### src/rtl/input_mem_pkg.sv
// Shared types and default sizes for the input-memory RAM sequencer.
package input_mem_pkg;

    typedef enum logic [1:0] {
        ST_IDLE  = 2'd0,
        ST_LOAD  = 2'd1,
        ST_DRAIN = 2'd2,
        ST_FLUSH = 2'd3
    } state_t;

    localparam int DEF_ADD_SIZE  = 12;
    localparam int DEF_DATA_SIZE = 108;

endpackage

### src/rtl/input_ram_out_fifo.sv
// Small synchronous FIFO buffering RAM read data (plus last tag) toward the compute engine.
module input_ram_out_fifo #(
    parameter int DEPTH = 4,
    parameter int W     = 109
) (
    input  logic                         clk,
    input  logic                         rst,
    input  logic                         i_push,
    input  logic [W-1:0]                 i_data,
    input  logic                         i_pop,
    output logic [W-1:0]                 o_data,
    output logic                         o_empty,
    output logic [$clog2(DEPTH+1)-1:0]   o_count
);
    localparam int AW = $clog2(DEPTH);
    localparam int CW = $clog2(DEPTH+1);

    logic [W-1:0]  r_mem [DEPTH];
    logic [AW-1:0] r_wp;
    logic [AW-1:0] r_rp;
    logic [CW-1:0] r_cnt;

    always_ff @(posedge clk) begin
        if (i_push) r_mem[r_wp] <= i_data;
    end

    always_ff @(posedge clk or posedge rst) begin
        if (rst) begin
            r_wp  <= '0;
            r_rp  <= '0;
            r_cnt <= '0;
        end else begin
            if (i_push) r_wp <= r_wp + 1'b1;
            if (i_pop)  r_rp <= r_rp + 1'b1;
            r_cnt <= r_cnt + CW'(i_push) - CW'(i_pop);
        end
    end

    // Data forced to zero while empty so the stream outputs read 0 out of reset.
    assign o_empty = (r_cnt == '0);
    assign o_count = r_cnt;
    assign o_data  = o_empty ? '0 : r_mem[r_rp];

endmodule

### src/rtl/input_ram_seq_ctrl.sv
// Input-memory sequencer: loads one frame into RAM, then replays it num_passes times
// through a credit-controlled output FIFO.
module input_ram_seq_ctrl
    import input_mem_pkg::*;
#(
    parameter int ADD_SIZE  = DEF_ADD_SIZE,
    parameter int DATA_SIZE = DEF_DATA_SIZE,
    parameter int PASS_W    = 4,
    parameter int OUT_DEPTH = 4
) (
    input  logic                  clk,
    input  logic                  rst,
    input  logic                  i_start,
    input  logic [ADD_SIZE:0]     i_frame_len,
    input  logic [PASS_W-1:0]     i_num_passes,
    output logic                  o_busy,
    output logic                  o_done,
    output logic                  o_start_err,
    input  logic                  i_s_valid,
    output logic                  o_s_ready,
    input  logic [DATA_SIZE-1:0]  i_s_data,
    output logic                  o_m_valid,
    input  logic                  i_m_ready,
    output logic [DATA_SIZE-1:0]  o_m_data,
    output logic                  o_m_last,
    output logic                  o_ram_write_en,
    output logic [ADD_SIZE-1:0]   o_ram_write_address,
    output logic [DATA_SIZE-1:0]  o_ram_data_in,
    output logic                  o_ram_read_en,
    output logic [ADD_SIZE-1:0]   o_ram_read_address,
    input  logic [DATA_SIZE-1:0]  i_ram_data_out,
    input  logic                  i_ram_out_valid
);
    localparam int CW = $clog2(OUT_DEPTH+1);
    localparam logic [ADD_SIZE:0] MAX_LEN = {1'b1, {ADD_SIZE{1'b0}}};

    state_t                r_state,  w_state_nxt;
    logic [ADD_SIZE:0]     r_len,    w_len_nxt;
    logic [PASS_W-1:0]     r_npass,  w_npass_nxt;
    logic [PASS_W-1:0]     r_pass,   w_pass_nxt;
    logic [ADD_SIZE-1:0]   r_wr_ptr, w_wr_nxt;
    logic [ADD_SIZE-1:0]   r_rd_ptr, w_rd_nxt;
    logic [ADD_SIZE-1:0]   r_ret_ptr, w_ret_nxt;
    logic [CW-1:0]         r_outstanding, w_out_nxt;
    logic                  r_busy,   w_busy_nxt;
    logic                  r_done,   w_done_nxt;
    logic                  r_err,    w_err_nxt;
    logic                  r_s_ready, w_sready_nxt;
    logic                  r_wen,    w_wen_nxt;
    logic [ADD_SIZE-1:0]   r_waddr,  w_waddr_nxt;
    logic [DATA_SIZE-1:0]  r_wdata,  w_wdata_nxt;
    logic                  r_ren;
    logic [ADD_SIZE-1:0]   r_raddr,  w_raddr_nxt;

    logic                  w_issue;
    logic                  w_push;
    logic                  w_pop;
    logic                  w_empty;
    logic [CW-1:0]         w_fifo_cnt;
    logic [CW:0]           w_inflight;
    logic                  w_credit;
    logic                  w_wr_last;
    logic                  w_rd_last;
    logic                  w_ret_last;
    logic                  w_pass_last;
    logic [DATA_SIZE:0]    w_fifo_dout;

    // Returns are in issue order, so the word's position in the pass is recounted on arrival;
    // this yields the same last tag that was decided when the read was issued.
    assign w_wr_last   = ({1'b0, r_wr_ptr}  == r_len - 1'b1);
    assign w_rd_last   = ({1'b0, r_rd_ptr}  == r_len - 1'b1);
    assign w_ret_last  = ({1'b0, r_ret_ptr} == r_len - 1'b1);
    assign w_pass_last = (r_pass == r_npass - 1'b1);

    // Stale returns (e.g. after an abort) are dropped: only accepted while reads are owed.
    assign w_push = i_ram_out_valid && (r_outstanding != '0) &&
                    (r_state == ST_DRAIN || r_state == ST_FLUSH);
    assign w_pop  = !w_empty && i_m_ready;

    // Pop-aware credit: slots in flight plus buffered never exceed the FIFO depth.
    assign w_inflight = {1'b0, r_outstanding} + {1'b0, w_fifo_cnt} - (CW+1)'(w_pop);
    assign w_credit   = (w_inflight < (CW+1)'(OUT_DEPTH));

    always_comb begin
        w_state_nxt  = r_state;
        w_len_nxt    = r_len;
        w_npass_nxt  = r_npass;
        w_pass_nxt   = r_pass;
        w_wr_nxt     = r_wr_ptr;
        w_rd_nxt     = r_rd_ptr;
        w_ret_nxt    = r_ret_ptr;
        w_busy_nxt   = r_busy;
        w_sready_nxt = r_s_ready;
        w_waddr_nxt  = r_waddr;
        w_wdata_nxt  = r_wdata;
        w_raddr_nxt  = r_raddr;
        w_done_nxt   = 1'b0;
        w_err_nxt    = 1'b0;
        w_wen_nxt    = 1'b0;
        w_issue      = 1'b0;

        if (w_push) w_ret_nxt = w_ret_last ? '0 : r_ret_ptr + 1'b1;

        case (r_state)
            ST_IDLE: begin
                if (i_start) begin
                    if (i_frame_len == '0) begin
                        w_done_nxt = 1'b1;
                    end else if (i_frame_len > MAX_LEN) begin
                        w_err_nxt = 1'b1;
                    end else begin
                        w_state_nxt  = ST_LOAD;
                        w_len_nxt    = i_frame_len;
                        w_npass_nxt  = (i_num_passes == '0) ? PASS_W'(1) : i_num_passes;
                        w_pass_nxt   = '0;
                        w_wr_nxt     = '0;
                        w_rd_nxt     = '0;
                        w_ret_nxt    = '0;
                        w_busy_nxt   = 1'b1;
                        w_sready_nxt = 1'b1;
                    end
                end
            end
            ST_LOAD: begin
                w_err_nxt = i_start;
                if (i_s_valid && r_s_ready) begin
                    w_wen_nxt   = 1'b1;
                    w_waddr_nxt = r_wr_ptr;
                    w_wdata_nxt = i_s_data;
                    w_wr_nxt    = r_wr_ptr + 1'b1;
                    if (w_wr_last) begin
                        w_sready_nxt = 1'b0;
                        w_state_nxt  = ST_DRAIN;
                    end
                end
            end
            ST_DRAIN: begin
                w_err_nxt = i_start;
                if (w_credit) begin
                    w_issue     = 1'b1;
                    w_raddr_nxt = r_rd_ptr;
                    if (w_rd_last) begin
                        w_rd_nxt = '0;
                        if (w_pass_last) w_state_nxt = ST_FLUSH;
                        else             w_pass_nxt  = r_pass + 1'b1;
                    end else begin
                        w_rd_nxt = r_rd_ptr + 1'b1;
                    end
                end
            end
            ST_FLUSH: begin
                w_err_nxt = i_start;
                if (r_outstanding == '0 && w_empty) begin
                    w_done_nxt  = 1'b1;
                    w_busy_nxt  = 1'b0;
                    w_state_nxt = ST_IDLE;
                end
            end
            default: w_state_nxt = ST_IDLE;
        endcase

        w_out_nxt = r_outstanding + CW'(w_issue) - CW'(w_push);
    end

    always_ff @(posedge clk or posedge rst) begin
        if (rst) begin
            r_state       <= ST_IDLE;
            r_len         <= '0;
            r_npass       <= '0;
            r_pass        <= '0;
            r_wr_ptr      <= '0;
            r_rd_ptr      <= '0;
            r_ret_ptr     <= '0;
            r_outstanding <= '0;
            r_busy        <= 1'b0;
            r_done        <= 1'b0;
            r_err         <= 1'b0;
            r_s_ready     <= 1'b0;
            r_wen         <= 1'b0;
            r_waddr       <= '0;
            r_wdata       <= '0;
            r_ren         <= 1'b0;
            r_raddr       <= '0;
        end else begin
            r_state       <= w_state_nxt;
            r_len         <= w_len_nxt;
            r_npass       <= w_npass_nxt;
            r_pass        <= w_pass_nxt;
            r_wr_ptr      <= w_wr_nxt;
            r_rd_ptr      <= w_rd_nxt;
            r_ret_ptr     <= w_ret_nxt;
            r_outstanding <= w_out_nxt;
            r_busy        <= w_busy_nxt;
            r_done        <= w_done_nxt;
            r_err         <= w_err_nxt;
            r_s_ready     <= w_sready_nxt;
            r_wen         <= w_wen_nxt;
            r_waddr       <= w_waddr_nxt;
            r_wdata       <= w_wdata_nxt;
            r_ren         <= w_issue;
            r_raddr       <= w_raddr_nxt;
        end
    end

    input_ram_out_fifo #(
        .DEPTH (OUT_DEPTH),
        .W     (DATA_SIZE+1)
    ) u_out_fifo (
        .clk     (clk),
        .rst     (rst),
        .i_push  (w_push),
        .i_data  ({w_ret_last, i_ram_data_out}),
        .i_pop   (w_pop),
        .o_data  (w_fifo_dout),
        .o_empty (w_empty),
        .o_count (w_fifo_cnt)
    );

    assign o_busy              = r_busy;
    assign o_done              = r_done;
    assign o_start_err         = r_err;
    assign o_s_ready           = r_s_ready;
    assign o_m_valid           = !w_empty;
    assign o_m_data            = w_fifo_dout[DATA_SIZE-1:0];
    assign o_m_last            = w_fifo_dout[DATA_SIZE];
    assign o_ram_write_en      = r_wen;
    assign o_ram_write_address = r_waddr;
    assign o_ram_data_in       = r_wdata;
    assign o_ram_read_en       = r_ren;
    assign o_ram_read_address  = r_raddr;

endmodule
### config.mk
export PLATFORM = sky130hd
export DESIGN_NAME = input_ram_seq_ctrl
export DESIGN_NICKNAME = d
export VERILOG_FILES = /design/src/rtl/input_mem_pkg.sv /design/src/rtl/input_ram_out_fifo.sv /design/src/rtl/input_ram_seq_ctrl.sv
export SDC_FILE = /design/constraint.sdc
export NUM_CORES = 1
export LEC_CHECK = 0
export ABC_AREA = 1
export ABC_CLOCK_PERIOD_IN_PS = 6100
export CAP_MARGIN = 10
export CELL_PAD_IN_SITES_DETAIL_PLACEMENT = 1
export CELL_PAD_IN_SITES_GLOBAL_PLACEMENT = 1
export CORE_MARGIN = 2
export CORE_UTILIZATION = 44
export DETAILED_ROUTE_END_ITERATION = 16
export DONT_BUFFER_PORTS = 1
export GPL_TIMING_DRIVEN = 0
export PLACE_DENSITY_LB_ADDON = 0.05
export SLEW_MARGIN = 20
export SYNTH_ARGS = -nofsm -noshare
export SYNTH_HDL_FRONTEND = slang
export SYNTH_HIERARCHICAL = 1
export SYNTH_SLANG_ARGS = --single-unit
export TNS_END_PERCENT = 30
### constraint.sdc
create_clock -name clk -period 6.1 [get_ports clk]
set_input_delay 0.61 -clock clk [delete_from_list [all_inputs] [get_ports clk]]
set_output_delay 0.61 -clock clk [all_outputs]
set_load 0.03 [all_outputs]
==> flow_summary_export.csv <==
group,metric,value,unit
logic_synthesis,synthesis.nets,3260,
worst_setup_path,slowest_delay,0.60,ns
job,max_cap_viol_count,0,
global_routing,grt_pass1_wl,131,mm
die,design.portCount,487,
final_layout,multi_input_comb_area,0.00755,sq mm
global_routing,met2_routing_resource_usage_after_global_routing,45.7,%
pwr,p_int,9600,uW
sta,timing.final.hold_violations,0,
placement,placed_cells,3856,
logic_synthesis,synth.top_cells.by_area,"sky130_fd_sc_hd__edfxtp_1 (46%), sky130_fd_sc_hd__dfrtp_1 (18%), sky130_fd_sc_hd__nand2_1 (13%), sky130_fd_sc_hd__inv_1 (7.2%), sky130_fd_sc_hd__nand3_1 (5.0%)",
logic_synthesis,synth_top_area_share,46.0,%
worst_setup_path,worst-setup-path-type,"flop to flop",
placement,finalWeightedCongestion,0.913,
logic_synthesis,synth_cell_types,39,
sta,setup_total_negative_slack,0,ns
final_layout,final_core_util,50.0,%
global_routing,grt_overflow,0,
placement,dpl.hpwl,59.4,mm
pwr,net-switching-power,8070,uW
pwr,design_power_total,17700,uW
outcome,run_status,"complete, no violations",
pwr,share_clk_of_total_power,24.9,%
cts,post_cts_hold_buffer_count,1,
final_layout,synthToLayoutAreaGrowth,12.8,%
final_layout,layout_commonest_cell,"sky130_fd_sc_hd__nand2_1",
cts,ctsRootBufferMaster,"sky130_fd_sc_hd__clkbuf_16",
sta,final_setup_violation_count,0,
worst_setup_path,crit_arrival,5.02,ns
final_layout,final-seq-area,0.0183,sq mm
cts,clock_latency,0.61,ns
logic_synthesis,synth_area,0.0285,sq mm
logic_synthesis,synthesis.yosys.warnings,6,
worst_setup_path,timing.critical_path.mode_cell,"sky130_fd_sc_hd__ha_1",
route,dr_total_vias,20384,
cts,cts_buffers,72,
worst_setup_path,cp_max_fo,13,
cts,post_cts_resized,0,
die,fp.dieH,258,um
route,detail_route.drc_violations,0,
worst_setup_path,nature_of_the_critical_path_endpoint,"flop",
sta,minimum_clock_period,4.55,ns
route,drt-wirelength-per-cell,21.7,um
cts,tritoncts,"built",
die,die_width,258,um
logic_synthesis,synth-seq-cells,643,
worst_setup_path,critical_path.startpoint_type,"flop",
logic_synthesis,avgSynthCellArea,9.51,sq um
sta,final_max_slew_viol_count,0,
route,detail-route-antenna-nets,0,
route,drtPass1Iterations,5,
pwr,vdd.ir_drop.worst,0.312,mV
pwr,pwr-share-seq,38.5,%
cts,cts.sinks,643,
global_routing,met3_usage,7.48,%
global_routing,first_global_vias,22107,
cts,ctsLongestPathBuffers,3,
sta,rsz0062_at_grt,"false",
final_layout,most-common-layout-cells,"sky130_fd_sc_hd__nand2_1 (996), sky130_fd_sc_hd__inv_1 (542), sky130_fd_sc_hd__edfxtp_1 (436)",
worst_setup_path,crit_path_cell_trace,"nor3_1, clkbuf_1, nor2_1, ha_1, inv_1, ha_1, nand3_1, nand2_1, xnor2_1, nand2_1, nor2_1, inv_1, clkbuf_1, ha_1, inv_1, ha_1, fa_1, xor2_1",
global_routing,grt_start_max_net_pins,108,
sta,timing.fmax,220,MHz
sta,layout_skew,0.0140,ns
final_layout,fillers,7211,
logic_synthesis,post_synth_inst_count,2996,
sta,worst_pin_slew,1.08,ns
sta,min_period_over_period,74.5,%
logic_synthesis,synth.yosys.seq_area_share,64.2,%
route,violation_count_after_the_first_detailed_route_iteration,1138,
final_layout,finish.cell_count_without_fillers,3985,
die,core_area,0.0642,sq mm
route,drt-total-wl,86.4,mm
cts,cts_max_level,3,
pwr,switching_share,45.7,%
route,detail_route.vias_per_cell,5.12,
worst_setup_path,crit_slowest_cell,"sky130_fd_sc_hd__clkbuf_1",
min_path,worstHoldPathType,"primary input to flop",
worst_setup_path,required,6.58,ns
global_routing,number_of_antenna_violations_at_the_first_check_in_global_routing,2,
pwr,power-per-cell-area,550,mW/mm^2
final_layout,finish.net_count,3340,
die,initial_core_util,44.3,%
global_routing,grt_busiest_layer,"met2",
die,placement_rows,93,
placement,io_buffers,0,
pwr,leakage,0.0148,uW
cts,clock_edge_transition_at_the_registers_on_the_reported_setup_and_hold_paths,0.06,ns
final_layout,final_layout_size_suffix_gt1_share,6.78,%
pwr,combinationalPowerShare,36.5,%
sta,worst_hold_slack,0.0906,ns
global_routing,grtUsageMet1,29.5,%
global_routing,global_route.usage.total,25.7,%
logic_synthesis,synth_top_cell_by_area,"sky130_fd_sc_hd__edfxtp_1",
sta,worst_slew_margin_rel,28.2,%
die,design.die.area,0.0668,sq mm
cts,post-cts-setup-buffers,0,
-- registers in the layout, summed over array words and instances (netlist names), 2 cells and up --
| name | cells |
|---|---|
| u_out_fifo/o_count | 3 |
| u_out_fifo/r_wp | 2 |
| u_out_fifo/r_mem | 436 |
| r_len | 13 |
| r_wr_ptr | 12 |
| r_pass | 4 |
| o_ram_write_address | 12 |
| r_state | 2 |
| r_npass | 4 |
| o_ram_read_address | 12 |
| r_ret_ptr | 12 |
| r_rd_ptr | 12 |
| r_outstanding | 3 |
| u_out_fifo/r_rp | 2 |
| o_ram_data_in | 108 |
-- cell type report --
cell class,count,area share [%]
antenna,1,0.00779
clock inverter,32,1.28
buffer,124,1.84
sequential,643,56.9
clock buffer,95,6.17
timing repair buffer,6,0.460
inverter,551,6.55
multi-input combinational,1678,23.5
tap,855,3.33
-- per-layer routing --
layer / share of wire (%) / wire length (um) / up-vias
met5: 0 / 0 / -
met4: 3.3 / 2830 / 0
met3: 7.7 / 6680 / 159
met2: 51 / 43700 / 560
met1: 38 / 33200 / 10076
li1: - / - / 9589
-- cells in the mapped netlist --
master                     number
sky130_fd_sc_hd__xor2_1        32
sky130_fd_sc_hd__nor3_4         1
sky130_fd_sc_hd__xnor2_1       11
sky130_fd_sc_hd__nand2_2        7
sky130_fd_sc_hd__buf_4          1
sky130_fd_sc_hd__nor2_4         1
sky130_fd_sc_hd__or2_2          1
sky130_fd_sc_hd__nand3_2        3
sky130_fd_sc_hd__inv_1        547
sky130_fd_sc_hd__buf_1         13
sky130_fd_sc_hd__clkbuf_2       1
sky130_fd_sc_hd__a21oi_1      118
sky130_fd_sc_hd__fa_1           2
sky130_fd_sc_hd__buf_6          5
sky130_fd_sc_hd__buf_2         66
sky130_fd_sc_hd__o211ai_1       1
sky130_fd_sc_hd__nand3_1      284
sky130_fd_sc_hd__xor2_2         1
sky130_fd_sc_hd__edfxtp_1     436
sky130_fd_sc_hd__nand3_4        1
sky130_fd_sc_hd__nand2_1      996
sky130_fd_sc_hd__o21ai_4        1
sky130_fd_sc_hd__nor2b_1        1
sky130_fd_sc_hd__dfrtp_1      207
sky130_fd_sc_hd__ha_1          23
sky130_fd_sc_hd__inv_2          4
sky130_fd_sc_hd__nor4_1         3
sky130_fd_sc_hd__nor2_1        89
sky130_fd_sc_hd__clkbuf_1      38
sky130_fd_sc_hd__o22ai_1        3
sky130_fd_sc_hd__nor3_2         1
sky130_fd_sc_hd__nand4_1       18
sky130_fd_sc_hd__or2_1          1
sky130_fd_sc_hd__o21ai_0       52
sky130_fd_sc_hd__nand3b_1       5
sky130_fd_sc_hd__nor3_1        15
sky130_fd_sc_hd__nor2_2         5
sky130_fd_sc_hd__a21boi_0       1
sky130_fd_sc_hd__o21a_1         1
-- power by group through the flow --
stage / Combinational (uW) / Clock [uW] / Sequential [uW]
finish: 6460 / 4410 / 6810
global route: 7080 / 4660 / 6880
CTS: 6510 / 4520 / 6820
detailed placement: 6460 / 0 / 6900
global placement: 6250 / 0 / 6940
floorplan: 4620 / 0 / 6710
-- final timing paths --
path | startpoint | to | slack (ns) | cells past startpoint
worst max-delay path | u_out_fifo/o_count[1] | r_outstanding[2] | 1.55 | 18
worst max register to register | u_out_fifo/o_count[1] | r_outstanding[2] | 1.55 | 18
worst min register to register | r_npass[3] | r_npass[3] | 0.50 | 2
min in group asynchronous | rst | u_out_fifo/o_count[0] | 0.52 | 2
worst min-delay path | i_ram_data_out[65] | u_out_fifo/r_mem[1][65] | 0.09 | 0
max in group asynchronous | rst | o_ram_data_in[6] | 4.41 | 3
-- kinds of logic after synthesis --
group	count (synthesis)	share of synthesized area (%)
DFF	643	64.2
adders and majority gates	25	1.15
xor gates and xnor gates	44	1.38
buffers and inverters	675	9.34
AOI/OAI and AO/OA	177	3.19
and+or+nand+nor	1432	20.8
-- stage by stage --
step                      setup WS (ns)  instance area (sq um)
after floorplan                  0.0360                  28500
after global placement            -2.34                  29500
after detailed placement           1.59                  29700
after CTS                          1.55                  32100
after global routing               1.17                  32100
final                              1.55                  32100
-- critical path: cells and delay by family (launching register included) --
family / cells / cell delay (ns)
and+or+nand+nor: 6 / 1.12
adders and majority gates: 5 / 1.43
xor gates and xnor gates: 2 / 0.30
buffers and inverters: 5 / 1.17
DFF: 1 / 0.41
Note: power is estimated with default switching activity, not from simulation.
